**src/rtl/cache_miss_ctrl_if.sv**
```systemverilog
// CPU / cache / main-memory signal bundle for the blocking cache miss controller.
interface cache_miss_ctrl_if #(
  parameter int unsigned DATA_WIDTH = 32
);
  logic                  cpu_req;
  logic                  cpu_we;
  logic [DATA_WIDTH-1:0] cpu_addr;
  logic [DATA_WIDTH-1:0] cpu_wdata;
  logic                  cache_hit;
  logic [DATA_WIDTH-1:0] cache_rdata;
  logic                  stall;
  logic [DATA_WIDTH-1:0] cpu_rdata;
  logic                  fill_en;
  logic [DATA_WIDTH-1:0] fill_addr;
  logic [DATA_WIDTH-1:0] fill_data;
  logic                  mem_req;
  logic                  mem_we;
  logic [DATA_WIDTH-1:0] mem_addr;
  logic [DATA_WIDTH-1:0] mem_wdata;
  logic                  mem_ack;
  logic [DATA_WIDTH-1:0] mem_rdata;
  logic [DATA_WIDTH-1:0] hit_count;
  logic [DATA_WIDTH-1:0] miss_count;

  // Environment side: CPU pipeline, cache arrays and main memory.
  modport master (
    output cpu_req, cpu_we, cpu_addr, cpu_wdata, cache_hit, cache_rdata,
           mem_ack, mem_rdata,
    input  stall, cpu_rdata, fill_en, fill_addr, fill_data,
           mem_req, mem_we, mem_addr, mem_wdata, hit_count, miss_count
  );

  // Controller side.
  modport slave (
    input  cpu_req, cpu_we, cpu_addr, cpu_wdata, cache_hit, cache_rdata,
           mem_ack, mem_rdata,
    output stall, cpu_rdata, fill_en, fill_addr, fill_data,
           mem_req, mem_we, mem_addr, mem_wdata, hit_count, miss_count
  );
endinterface

```
**src/rtl/cache_miss_ctrl.sv**
```systemverilog
// Blocking write-through / no-write-allocate miss controller for a two-way cache.
// Load hits complete in IDLE; load misses and all stores go to main memory.
module cache_miss_ctrl #(
  parameter int unsigned DATA_WIDTH = 32
) (
  input logic              clk,
  input logic              rst,
  cache_miss_ctrl_if.slave bus
);

  typedef enum logic [1:0] {
    IDLE   = 2'd0,
    MEM_RD = 2'd1,
    MEM_WR = 2'd2,
    RESP   = 2'd3
  } state_t;

  localparam logic [DATA_WIDTH-1:0] ALIGN_MASK = ~DATA_WIDTH'(3);
  localparam logic [DATA_WIDTH-1:0] CNT_MAX    = '1;

  state_t                state_q, state_n;
  logic [DATA_WIDTH-1:0] addr_l;
  logic [DATA_WIDTH-1:0] wdata_l;
  logic [DATA_WIDTH-1:0] rdata_l;
  logic                  hit_l;
  logic                  we_l;
  logic [DATA_WIDTH-1:0] hit_count_q;
  logic [DATA_WIDTH-1:0] miss_count_q;

  logic load_hit_c;
  logic accept_miss_c;

  assign load_hit_c    = (state_q == IDLE) && bus.cpu_req && !bus.cpu_we && bus.cache_hit;
  assign accept_miss_c = (state_q == IDLE) && bus.cpu_req && !load_hit_c;

  // State, transaction latches and saturating counters.
  always_ff @(posedge clk) begin
    if (rst) begin
      state_q      <= IDLE;
      addr_l       <= '0;
      wdata_l      <= '0;
      rdata_l      <= '0;
      hit_l        <= 1'b0;
      we_l         <= 1'b0;
      hit_count_q  <= '0;
      miss_count_q <= '0;
    end else begin
      state_q <= state_n;
      if (load_hit_c && (hit_count_q != CNT_MAX)) begin
        hit_count_q <= hit_count_q + DATA_WIDTH'(1);
      end
      if (accept_miss_c) begin
        addr_l  <= bus.cpu_addr & ALIGN_MASK;
        wdata_l <= bus.cpu_wdata;
        hit_l   <= bus.cpu_we & bus.cache_hit;
        we_l    <= bus.cpu_we;
        if (!bus.cpu_we && (miss_count_q != CNT_MAX)) begin
          miss_count_q <= miss_count_q + DATA_WIDTH'(1);
        end
      end
      if ((state_q == MEM_RD) && bus.mem_ack) begin
        rdata_l <= bus.mem_rdata;
      end
    end
  end

  // Next state and handshake outputs; stall and load data respond in the same cycle.
  always_comb begin
    state_n       = state_q;
    bus.stall     = 1'b0;
    bus.cpu_rdata = '0;
    bus.fill_en   = 1'b0;
    bus.fill_addr = '0;
    bus.fill_data = '0;
    bus.mem_req   = 1'b0;
    bus.mem_we    = 1'b0;
    bus.mem_addr  = '0;
    bus.mem_wdata = '0;
    case (state_q)
      IDLE: begin
        if (load_hit_c) begin
          bus.cpu_rdata = bus.cache_rdata;
        end else if (bus.cpu_req) begin
          bus.stall = 1'b1;
          state_n   = bus.cpu_we ? MEM_WR : MEM_RD;
        end
      end
      MEM_RD: begin
        bus.stall    = 1'b1;
        bus.mem_req  = 1'b1;
        bus.mem_addr = addr_l;
        if (bus.mem_ack) state_n = RESP;
      end
      MEM_WR: begin
        bus.stall     = 1'b1;
        bus.mem_req   = 1'b1;
        bus.mem_we    = 1'b1;
        bus.mem_addr  = addr_l;
        bus.mem_wdata = wdata_l;
        if (bus.mem_ack) state_n = RESP;
      end
      RESP: begin
        bus.fill_addr = addr_l;
        if (we_l) begin
          // Store only refreshes a copy that is already cached.
          bus.fill_en   = hit_l;
          bus.fill_data = wdata_l;
        end else begin
          bus.cpu_rdata = rdata_l;
          bus.fill_en   = 1'b1;
          bus.fill_data = rdata_l;
        end
        state_n = IDLE;
      end
      default: state_n = IDLE;
    endcase
  end

  assign bus.hit_count  = hit_count_q;
  assign bus.miss_count = miss_count_q;

endmodule

```
**src/flat_wrapper.sv**
```systemverilog
// flat-port wrapper written by rule: the top's interface ports become plain ports
module cache_miss_ctrl_flat 
#(
  parameter int unsigned DATA_WIDTH = 32
)
  (clk, rst, bus_cpu_req, bus_cpu_we, bus_cpu_addr, bus_cpu_wdata, bus_cache_hit, bus_cache_rdata, bus_mem_ack, bus_mem_rdata, bus_stall, bus_cpu_rdata, bus_fill_en, bus_fill_addr, bus_fill_data, bus_mem_req, bus_mem_we, bus_mem_addr, bus_mem_wdata, bus_hit_count, bus_miss_count);
  cache_miss_ctrl_if #(.DATA_WIDTH(DATA_WIDTH)) bus_i ();
  input logic clk;
  input logic rst;
  input wire logic [$bits(bus_i.cpu_req)-1:0] bus_cpu_req;
  input wire logic [$bits(bus_i.cpu_we)-1:0] bus_cpu_we;
  input wire logic [$bits(bus_i.cpu_addr)-1:0] bus_cpu_addr;
  input wire logic [$bits(bus_i.cpu_wdata)-1:0] bus_cpu_wdata;
  input wire logic [$bits(bus_i.cache_hit)-1:0] bus_cache_hit;
  input wire logic [$bits(bus_i.cache_rdata)-1:0] bus_cache_rdata;
  input wire logic [$bits(bus_i.mem_ack)-1:0] bus_mem_ack;
  input wire logic [$bits(bus_i.mem_rdata)-1:0] bus_mem_rdata;
  output wire logic [$bits(bus_i.stall)-1:0] bus_stall;
  output wire logic [$bits(bus_i.cpu_rdata)-1:0] bus_cpu_rdata;
  output wire logic [$bits(bus_i.fill_en)-1:0] bus_fill_en;
  output wire logic [$bits(bus_i.fill_addr)-1:0] bus_fill_addr;
  output wire logic [$bits(bus_i.fill_data)-1:0] bus_fill_data;
  output wire logic [$bits(bus_i.mem_req)-1:0] bus_mem_req;
  output wire logic [$bits(bus_i.mem_we)-1:0] bus_mem_we;
  output wire logic [$bits(bus_i.mem_addr)-1:0] bus_mem_addr;
  output wire logic [$bits(bus_i.mem_wdata)-1:0] bus_mem_wdata;
  output wire logic [$bits(bus_i.hit_count)-1:0] bus_hit_count;
  output wire logic [$bits(bus_i.miss_count)-1:0] bus_miss_count;
  assign bus_i.cpu_req = bus_cpu_req;
  assign bus_i.cpu_we = bus_cpu_we;
  assign bus_i.cpu_addr = bus_cpu_addr;
  assign bus_i.cpu_wdata = bus_cpu_wdata;
  assign bus_i.cache_hit = bus_cache_hit;
  assign bus_i.cache_rdata = bus_cache_rdata;
  assign bus_i.mem_ack = bus_mem_ack;
  assign bus_i.mem_rdata = bus_mem_rdata;
  assign bus_stall = bus_i.stall;
  assign bus_cpu_rdata = bus_i.cpu_rdata;
  assign bus_fill_en = bus_i.fill_en;
  assign bus_fill_addr = bus_i.fill_addr;
  assign bus_fill_data = bus_i.fill_data;
  assign bus_mem_req = bus_i.mem_req;
  assign bus_mem_we = bus_i.mem_we;
  assign bus_mem_addr = bus_i.mem_addr;
  assign bus_mem_wdata = bus_i.mem_wdata;
  assign bus_hit_count = bus_i.hit_count;
  assign bus_miss_count = bus_i.miss_count;
  cache_miss_ctrl #(.DATA_WIDTH(DATA_WIDTH)) u_core (.clk(clk), .rst(rst), .bus(bus_i));
endmodule
```
**config.mk**
```make
export PLATFORM = sky130hd
export DESIGN_NAME = cache_miss_ctrl_flat
export DESIGN_NICKNAME = d
export VERILOG_FILES = /design/src/rtl/cache_miss_ctrl_if.sv /design/src/rtl/cache_miss_ctrl.sv /design/src/flat_wrapper.sv
export SDC_FILE = /design/constraint.sdc
export NUM_CORES = 1
export LEC_CHECK = 0
export ABC_CLOCK_PERIOD_IN_PS = 3000
export CAP_MARGIN = 25
export CELL_PAD_IN_SITES_DETAIL_PLACEMENT = 0
export CELL_PAD_IN_SITES_GLOBAL_PLACEMENT = 2
export CORE_MARGIN = 10
export CORE_UTILIZATION = 23
export DETAILED_ROUTE_END_ITERATION = 6
export PLACE_DENSITY = 0.8
export SLEW_MARGIN = 40
export SYNTH_ARGS = -nofsm -noshare
export SYNTH_HDL_FRONTEND = slang
export SYNTH_SLANG_ARGS = --single-unit
```
**constraint.sdc**
```tcl
create_clock -name clk -period 3 [get_ports clk]
set_clock_uncertainty 0.05 [all_clocks]
set_input_delay 0.9 -clock clk [delete_from_list [all_inputs] [get_ports clk]]
set_output_delay 0.9 -clock clk [all_outputs]
set_load 0.02 [all_outputs]
```
==> impl_metrics.yaml <==
outcome:
  status: "finished, final reports clean"
yosys:
  ys.flop_type: "dfxtp_1"
  netlist_top_cells_count: "nand2_1, dfxtp_1, a21oi_1"
  yosysWarnings: 0
  synth-seq-area-share: 0.382
  yosys.area.top_type_share: 0.382
  synth_edf_count: 0
  avgSynthCellArea_um2: 7.77
  synth_area_um2: 8500
  synth.distinct_cells: 56
  synth_cells: 1094
  synth_top_cell_by_area: "dfxtp_1"
  synth.most_common_cell: "nand2_1"
  ys_ff_latch: 162
  synth_area_leaders: "dfxtp_1, nand2_1, a21oi_1"
  async_flop_share: 0
sta:
  final-setup-viol-count: 0
  period_needed_ns: 2.93
  finalSetupTns_ns: 0
  hold_viol_final: 0
  fin_crit_sh: 0.978
  fmax_ghz: 0.341
  rsz0062_at_grt: "yes"
  fin_ws_ns: 0.0666
  slew_headroom: 0.563
  slew_violations: 0
  whs_ns: 0.417
  tightestPinTransition_ns: 0.651
min_path:
  hold_start: "u_core.addr_l[17]"
  hold_path_end: "u_core.addr_l[17]"
  min_path_type: "flop to flop"
  whs_path_depth: 2
clock_tree:
  cts_buffers: 17
  clockRootBuffer: "clkbuf_16"
  clk_pin_slew_ns: 0.06
  max-clock-path-buffers: 2
  numClockSinks: 162
  clkLatencyLatePin_ns: 0.45
  tritoncts: "done"
  htreeDepth: 4
pwr:
  power.leakage_nw: 5.13
  p_per_area_nw_per_um2: 537
  vdd_drop_max_v: 0.000429
drt:
  drt_iter0_drc: 544
  totalWireLength_mm: 36.6
  viasPerCell: 4.64
  vias: 8934
  route.detailed.drc: 0
  ant_nets: 0
  first_pass_iters: 5
  drt-wirelength-per-cell_um: 19.0
die:
  die_h_um: 212
  die_w_um: 212
  start_util: 0.233
  core_um2: 36500
  fp-row-count: 70
  io_pins: 362
  dieArea_um2: 45000
grt:
  grt_usage: 0.158
  grt_max_degree: 67
  grt-ovfl-total: 0
  grt_first_pass_wirelength_mm: 55.0
  antenna_found_initial: 1
  grt_pass1_vias: 8795
setup_path:
  r2r_slack_ns: 0.66
  path_class: "input port to primary output"
  cp_slowest_cell: "and4b_4"
  crit_chain: "clkdlybuf4s15_2, and4b_4, buf_6, a22oi_1, nor2_1, buf_4"
  crit_required_ns: 2.05
  reg2reg_to: "u_core.bus.hit_count[12]"
  path_buf_inv: 3
  end_kind: "primary output"
  arrival_ns: 1.98
  slowest_delay_ns: 0.33
  cp_max_fo: 8
  rr_worst_depth: 9
  cp-start-kind: "input port"
  reg2reg_from: "u_core.state_q[1]"
  cp_num_cells: 6
  critPathTopFamily: "buffers and inverters"
placed_design:
  gp_congestion: 0.801
  dp_hpwl_mm: 27.3
  dp_slack_ns: -0.696
  port_buffers: 355
  postPlaceCellArea_um2: 12800
finish:
  postLayoutCoreUtil: 0.362
  drive_above_1_share: 0.111
  fin_area_um2: 13200
  area_growth_pct: 55.6
  n_fill_cell: 3892
  nNetsFinal: 1585
flow_run:
  timing.max_cap.violations: 0
-- metal layers --
layer | up-vias | share of wire | global-route usage
met3 | 19 | 0.070 | 0.0524
met1 | 4237 | 0.45 | 0.200
li1 | 4436 | - | -
met4 | 2 | 0.011 | 0.0384
met5 | - | 0.00027 | 0
met2 | 240 | 0.47 | 0.253
-- worst max path at each step --
stage | start | to | slack (ns)
finish | bus_cache_hit | bus_cpu_rdata[13] | 0.07
global route | u_core.state_q[1] | bus_fill_addr[31] | -0.01
CTS | u_core.state_q[0] | bus_cpu_rdata[0] | -0.04
detailed placement | bus_cache_hit | bus_cpu_rdata[0] | -0.70
global placement | bus_cpu_we | bus_cpu_rdata[30] | -0.64
floorplan | bus_cpu_we | bus_stall | 0.04
-- sequential cells by signal, indices dropped and copies added, names as in the netlist --
name / count
u_core.addr_l: 30
u_core.bus.hit_count: 32
u_core.bus.miss_count: 32
u_core.hit_l: 1
u_core.rdata_l: 32
u_core.state_q: 2
u_core.wdata_l: 32
u_core.we_l: 1
-- tightest hold or removal path, stage by stage, from the launching register on --
cell and delay (ns):
dfxtp_1 0.31, nand2_1 0.05, a21oi_1 0.05
-- timing repair --
item	4_1_cts	5_1_grt
buffers inserted	2	2
resized for setup	281	36
setup endpoints to repair	158	42
hold buffers	0	0
pin swaps	3	4
gates cloned	2	0
endpoints found under the hold margin	0	0
-- layout by cell type (no fill, tap or decap), drive strengths merged, types with 2 or more instances in the layout --
cell type / Yosys / layout
conb: 1 / 4
buf: 14 / 87
a31o: 3 / 3
clkinvlp: 0 / 4
mux2i: 35 / 35
and3: 7 / 7
dfxtp: 162 / 162
clkdlybuf4s50: 0 / 192
and4: 10 / 10
clkbuf: 65 / 25
o31ai: 16 / 16
a31oi: 4 / 4
or4: 16 / 16
nand3: 18 / 18
nand4: 25 / 25
a21oi: 129 / 129
bufinv: 0 / 3
ha: 8 / 8
or2: 2 / 2
dlygate4sd2: 0 / 105
mux2: 4 / 4
clkdlybuf4s15: 0 / 17
a21o: 4 / 4
nor2b: 38 / 38
xnor2: 24 / 24
nand2: 220 / 220
o21ai: 11 / 11
clkinv: 0 / 5
inv: 18 / 18
nor4: 12 / 12
and2: 96 / 96
nor2: 77 / 77
o41ai: 2 / 2
nor3: 6 / 6
nand2b: 3 / 3
a211oi: 9 / 9
a22oi: 32 / 32
or3: 10 / 10
-- report_power, final --
group,leakage (nW),internal (mW),switching [mW]
logic,3.53,0.919,1.33
registers,1.32,2.36,0.192
clock network,0.276,1.31,0.980
-- cells by family after synthesis --
kind of cell,after synthesis,share of synthesized area
compound gates,216,0.154
xor+xnor,25,0.0258
fa+ha+maj,8,0.0118
buf+inv,97,0.0479
flops,162,0.382
mux,39,0.0465
other cells,1,0.000441
simple gates,546,0.332
-- per-stage QoR --
stage	std cells	total power, mW
5_1_grt	1924	7.47
2_1_floorplan	1097	3.71
3_5_place_dp	1888	4.90
6_report	1925	7.09
4_1_cts	1924	7.18
3_3_place_gp	1888	4.88
-- layout make-up --
class	instances	area, µm²	share of cell area
Clock inverter	12	160	0.0121
Sequential cell	162	3250	0.246
Tap cell	468	586	0.0443
Inverter	18	67.6	0.00511
Antenna cell	1	2.50	0.000189
Clock buffer	20	437	0.0330
Multi-Input combinational cell	838	4910	0.372
Timing Repair Buffer	406	3800	0.288
No activity file was read; power rests on OpenSTA's default activity.
